[src/rtl/counter_arbiter_pkg.sv]
// Shared definitions for the counter arbiter: FSM state encoding and default sizes.
package counter_arbiter_pkg;

  localparam int BW_DEFAULT   = 4;
  localparam int NREQ_DEFAULT = 4;

  typedef enum logic [1:0] {
    S_IDLE = 2'd0,
    S_LOAD = 2'd1,
    S_RUN  = 2'd2,
    S_DONE = 2'd3
  } state_e;

endpackage

[src/rtl/arb_count_core.sv]
// BW-bit up-counter with async reset and synchronous clear (clear beats enable).
module arb_count_core
  import counter_arbiter_pkg::*;
#(
  parameter int BW = BW_DEFAULT
) (
  input  logic          clk_i,
  input  logic          rst_i,
  input  logic          clr_i,
  input  logic          en_i,
  output logic [BW-1:0] count_o
);

  logic [BW-1:0] count_q;
  logic [BW-1:0] count_d;

  always_comb begin
    count_d = count_q;
    if (clr_i) begin
      count_d = '0;
    end else if (en_i) begin
      count_d = count_q + 1'b1;
    end
  end

  always_ff @(posedge clk_i or posedge rst_i) begin
    if (rst_i) begin
      count_q <= '0;
    end else begin
      count_q <= count_d;
    end
  end

  assign count_o = count_q;

endmodule

[src/rtl/counter_arbiter.sv]
// Arbitrates NREQ requesters onto one shared interval counter (arb_count_core).
// Define COUNTER_ARBITER_FIXED_PRIO_EN for fixed lowest-index priority instead of round-robin.
module counter_arbiter
  import counter_arbiter_pkg::*;
#(
  parameter int BW   = BW_DEFAULT,
  parameter int NREQ = NREQ_DEFAULT
) (
  input  logic             clk_i,
  input  logic             rst_i,
  input  logic [NREQ-1:0]  req_i,
  input  logic [NREQ*BW-1:0] len_i,
  output logic [NREQ-1:0]  gnt_o,
  output logic [NREQ-1:0]  done_o,
  output logic             busy_o,
  output logic [BW-1:0]    count_o
);

  localparam int IDW = $clog2(NREQ);

  state_e          state_q;
  logic [NREQ-1:0] gnt_q;
  logic [NREQ-1:0] done_q;
  logic            busy_q;
  logic [IDW-1:0]  w_q;
  logic [BW-1:0]   len_q;

  logic [IDW-1:0]  pick;
  logic            pick_vld;
  logic [BW-1:0]   len_sel;
  logic            req_w;
  logic            abort;
  logic            cnt_clr;
  logic            cnt_en;
  logic [BW-1:0]   count;

`ifdef COUNTER_ARBITER_FIXED_PRIO_EN
  // Scan downward so the lowest set index is the last (winning) assignment.
  always_comb begin
    pick     = '0;
    pick_vld = 1'b0;
    for (int unsigned i = NREQ; i > 0; i--) begin
      if (req_i[i-1]) begin
        pick     = IDW'(i - 1);
        pick_vld = 1'b1;
      end
    end
  end
`else
  logic [IDW-1:0] ptr_q;
  logic [IDW-1:0] w_inc;

  always_comb begin
    pick     = '0;
    pick_vld = 1'b0;
    for (int unsigned i = 0; i < NREQ; i++) begin
      int unsigned idx;
      idx = (int'(ptr_q) + i) % NREQ;
      if (!pick_vld && req_i[idx]) begin
        pick     = IDW'(idx);
        pick_vld = 1'b1;
      end
    end
  end

  assign w_inc = (w_q == IDW'(NREQ - 1)) ? '0 : w_q + 1'b1;

  // Pointer advances past the served (or aborting) requester.
  always_ff @(posedge clk_i or posedge rst_i) begin
    if (rst_i) begin
      ptr_q <= '0;
    end else if (state_q == S_DONE || abort) begin
      ptr_q <= w_inc;
    end
  end
`endif

  assign len_sel = len_i[w_q*BW +: BW];
  assign req_w   = req_i[w_q];
  assign abort   = (state_q == S_LOAD || state_q == S_RUN) && !req_w;
  assign cnt_clr = abort || (state_q == S_LOAD);
  assign cnt_en  = (state_q == S_RUN) && (count != len_q - 1'b1);

  arb_count_core #(
    .BW (BW)
  ) u_core (
    .clk_i   (clk_i),
    .rst_i   (rst_i),
    .clr_i   (cnt_clr),
    .en_i    (cnt_en),
    .count_o (count)
  );

  always_ff @(posedge clk_i or posedge rst_i) begin
    if (rst_i) begin
      state_q <= S_IDLE;
      gnt_q   <= '0;
      done_q  <= '0;
      busy_q  <= 1'b0;
      w_q     <= '0;
      len_q   <= '0;
    end else begin
      done_q <= '0;
      case (state_q)
        S_IDLE: begin
          if (pick_vld) begin
            state_q <= S_LOAD;
            gnt_q   <= NREQ'(1) << pick;
            busy_q  <= 1'b1;
            w_q     <= pick;
          end
        end
        S_LOAD: begin
          if (!req_w) begin
            state_q <= S_IDLE;
            gnt_q   <= '0;
            busy_q  <= 1'b0;
          end else begin
            len_q <= len_sel;
            if (len_sel == '0) begin
              state_q <= S_DONE;
              gnt_q   <= '0;
              done_q  <= NREQ'(1) << w_q;
            end else begin
              state_q <= S_RUN;
            end
          end
        end
        S_RUN: begin
          if (!req_w) begin
            state_q <= S_IDLE;
            gnt_q   <= '0;
            busy_q  <= 1'b0;
          end else if (count == len_q - 1'b1) begin
            state_q <= S_DONE;
            gnt_q   <= '0;
            done_q  <= NREQ'(1) << w_q;
          end
        end
        S_DONE: begin
          state_q <= S_IDLE;
          busy_q  <= 1'b0;
        end
        default: begin
          state_q <= S_IDLE;
          gnt_q   <= '0;
          busy_q  <= 1'b0;
        end
      endcase
    end
  end

  assign gnt_o   = gnt_q;
  assign done_o  = done_q;
  assign busy_o  = busy_q;
  assign count_o = count;

endmodule
[config.mk]
export PLATFORM = sky130hd
export DESIGN_NAME = counter_arbiter
export DESIGN_NICKNAME = d
export VERILOG_FILES = /design/src/rtl/counter_arbiter_pkg.sv /design/src/rtl/arb_count_core.sv /design/src/rtl/counter_arbiter.sv
export SDC_FILE = /design/constraint.sdc
export NUM_CORES = 1
export LEC_CHECK = 0
export BUFFER_PORTS_ARGS = -buffer_cell sky130_fd_sc_hd__buf_2
export CAP_MARGIN = 20
export CORE_ASPECT_RATIO = 1.4
export CORE_MARGIN = 2
export CORE_UTILIZATION = 55
export CTS_BUF_LIST = sky130_fd_sc_hd__clkbuf_8
export DETAILED_ROUTE_END_ITERATION = 8
export PLACE_DENSITY = 0.78
export SLEW_MARGIN = 40
export SYNTH_ARGS = -nofsm -noshare
export SYNTH_HDL_FRONTEND = slang
export SYNTH_SLANG_ARGS = --single-unit
[constraint.sdc]
create_clock -name clk_i -period 3.21 [get_ports clk_i]
set_input_delay 0.8025 -clock clk_i [delete_from_list [all_inputs] [get_ports clk_i]]
set_output_delay 0.8025 -clock clk_i [all_outputs]
set_load 0.01 [all_outputs]
==> run metrics <==
status=finished clean; Cell variety after synth=35; post-cts resize count=0; CTS H-tree depth=1; crit path buf inv count=0; Critical Path Max Stage Delay=0.61 ns; CP cell instances=mux4_2 -> or4_4 -> a31oi_4 -> o211ai_4 -> mux2_4; wl on met1=1.114 mm; share of async-settable or async-resettable flops after synthesis=100.0%; GP Congestion=0.7607; Via density=approximately 5.5; setup violators final=0; Initial DRT Pass Iterations=4; GRT Util Overall=roughly 23%; Top Metal Used=met4; hold buffer count at CTS=0; DR WL/cell=14.89 microns; Max VDD drop=~0.48 mV; Fin. Hold Viols=0; EDFF count, synth=0; slowest CP cell=dfrtp_1; DR vias=approximately 1.1k; cells after synthesis=123; sequential-to-total area share from yosys stat=39.62%; most frequent cells in the layout=buf_2, dfrtp_1, ha_1; power per cell area=830.7 mW/mm^2; Pleak=0.8651 nW; DRT Wirelength=a little under 3 mm; Slew HR=56.86%; dpl hpwl=2.346 mm; Yosys warning count=0; pins over their slew limit=0; syn nets=between 150 and 200; Max-Cap Viols=0; register bit total from synthesis=23; ratio of cells with drive above 1 in the final layout=between 30% and 40%; crit start category=flip-flop; initial core utilization=56.74%; post-layout util=between 60% and 70%; RSZ-0062 raised after global routing=false; largest net degree at the start of global routing=24; final critical-path share of the clock period=79.40%; Skew-Pair Late Insertion Delay=0.26 ns; Synth Cell Area=~0.0015 sq mm; first-pass GRT wire length=5.085 mm; PortBufs=34; Clock transition at path regs=0.08 ns; clock sinks=23; Worst Skew=about 0.0038 ns; arrival time at the worst endpoint=2.70 ns; setup TNS=0 ns; die extent in x=47.44 microns; WL met3=77 microns; TritonCTS buffer count=3; CTS tree=done; Placeable Area=0.002560 sq mm; worst slew pin tran=0.6471 ns; total grt overflow=0; DIE AREA=0.003074 sq mm; critical path required time=3.36 ns; Tmin final=2.549 ns; std cell rows=22; vias in the first global route=1,148; commonest non-fill, non-tap cell in the layout=buf_2; area growth from synthesis to layout=17.14%; Fmax achieved=roughly 390 MHz; num ports=35; Vert. Die Dim=about 65 microns; crit end category=flip-flop; initial DRC count=23; WS Path Type=reg -> reg; Min-Delay Path Class=reg -> reg; syn_area_per_cell=between 10 and 15 sq um; worst-path fanout max=10; ANT nets after route=0; clk buf depth=2; crit-path leading delay family=multiplexers; antenna violations before repair=0; number of setup buffers added after CTS=0; top_reg_cell synth=dfrtp_1; Ant. Diodes=0; met2 wire len=1.678 mm; Layout Nets=194; DRC=0; Root Buffer=clkbuf_8
==> state kept, by name, indices dropped and copies added (netlist names) <==
register / flops
len_q: 4
busy_o: 1
w_q: 2
u_core.count_o: 4
ptr_q: 2
gnt_o: 4
done_o: 4
state_q: 2
==> logic make-up after synthesis <==
| kind of cell | after synthesis | synth area share [%] |
|---|---|---|
| AND/OR/NAND/NOR | 34 | 12.66 |
| flip-flops | 23 | 39.62 |
| multiplexers | 19 | 19.47 |
| AO/OA/AOI/OAI | 17 | 9.646 |
| buffers and inverters | 11 | 3.359 |
| adder cells (fa/ha/maj) | 11 | 9.474 |
| XOR/XNOR | 8 | 5.771 |
==> report_power, final <==
part | switching [mW] | internal, mW | total (mW)
sequential | 0.104 | 0.380 | 0.484
clock | 0.0910 | 0.0854 | 0.176
combinational | 0.366 | 0.387 | 0.753
==> worst reg2reg max path: cells and delay by family, from the launching register on <==
family,cells,cell delay [ns]
muxes,2,0.90
DFF,1,0.61
and+or+nand+nor,1,0.59
AOI/OAI and AO/OA,2,0.35
==> layer usage <==
layer | up-vias | global-route usage [%]
li1 | 519 | -
met1 | 530 | 25.32
met2 | 22 | 41.55
met3 | 6 | 2.786
met4 | 0 | 8.333
met5 | - | 0
==> final timing paths <==
path                                     from              endpoint  slack (ns)  cells past startpoint
min reg2reg                busy_o$_DFFE_PP0P_    busy_o$_DFFE_PP0P_        0.48                      2
max                        w_q[0]$_DFFE_PP0P_  gnt_o[1]$_DFFE_PP0P_        0.66                      5
max in group asynchronous               rst_i   done_o[3]$_DFF_PP0_        2.32                      2
max reg2reg                w_q[0]$_DFFE_PP0P_  gnt_o[1]$_DFFE_PP0P_        0.66                      5
min in group asynchronous               rst_i   done_o[0]$_DFF_PP0_        0.55                      2
min                        busy_o$_DFFE_PP0P_    busy_o$_DFFE_PP0P_        0.48                      2
==> through the flow <==
stage	setup WS, ns	area [sq um]	cells	hold slack (ns)	power (mW)
3_5_place_dp	0.4601	1657	192	0.4681	1.245
6_report	0.6613	1702	196	0.4809	1.414
2_1_floorplan	0.6502	1453	123	0.5009	1.079
4_1_cts	0.6370	1702	196	0.4866	1.425
5_1_grt	0.5676	1702	196	0.5423	1.534
3_3_place_gp	0.5004	1657	192	0.4626	1.203
==> final cells by class <==
| class | instances | area [sq um] |
|---|---|---|
| Inverter | 10 | 37.54 |
| Tap cell | 36 | 45.04 |
| Clock inverter | 1 | 3.754 |
| Fill cell | 204 | 858.3 |
| Multi-Input combinational cell | 89 | 828.3 |
| Clock buffer | 3 | 41.29 |
| Sequential cell | 23 | 575.6 |
| Timing Repair Buffer | 34 | 170.2 |
==> cell usage after synthesis (2+ instances only) <==
| cell type | instances | area share, % |
|---|---|---|
| inv_1 | 10 | 2.6 |
| mux2_2 | 9 | 7.0 |
| mux2_4 | 3 | 3.1 |
| and2_1 | 5 | 2.2 |
| nand2_1 | 8 | 2.1 |
| dfrtp_1 | 23 | 40 |
| xnor2_1 | 2 | 1.2 |
| mux4_2 | 4 | 6.2 |
| nor3b_1 | 2 | 1.0 |
| nand2b_1 | 4 | 1.7 |
| o21ai_0 | 3 | 1.0 |
| o211ai_1 | 2 | 1.0 |
| a21oi_1 | 5 | 1.7 |
| xor2_1 | 5 | 3.0 |
| nor2_1 | 7 | 1.8 |
| mux2i_1 | 2 | 1.4 |
| ha_1 | 11 | 9.5 |
Note: power is estimated with default switching activity, not from simulation.
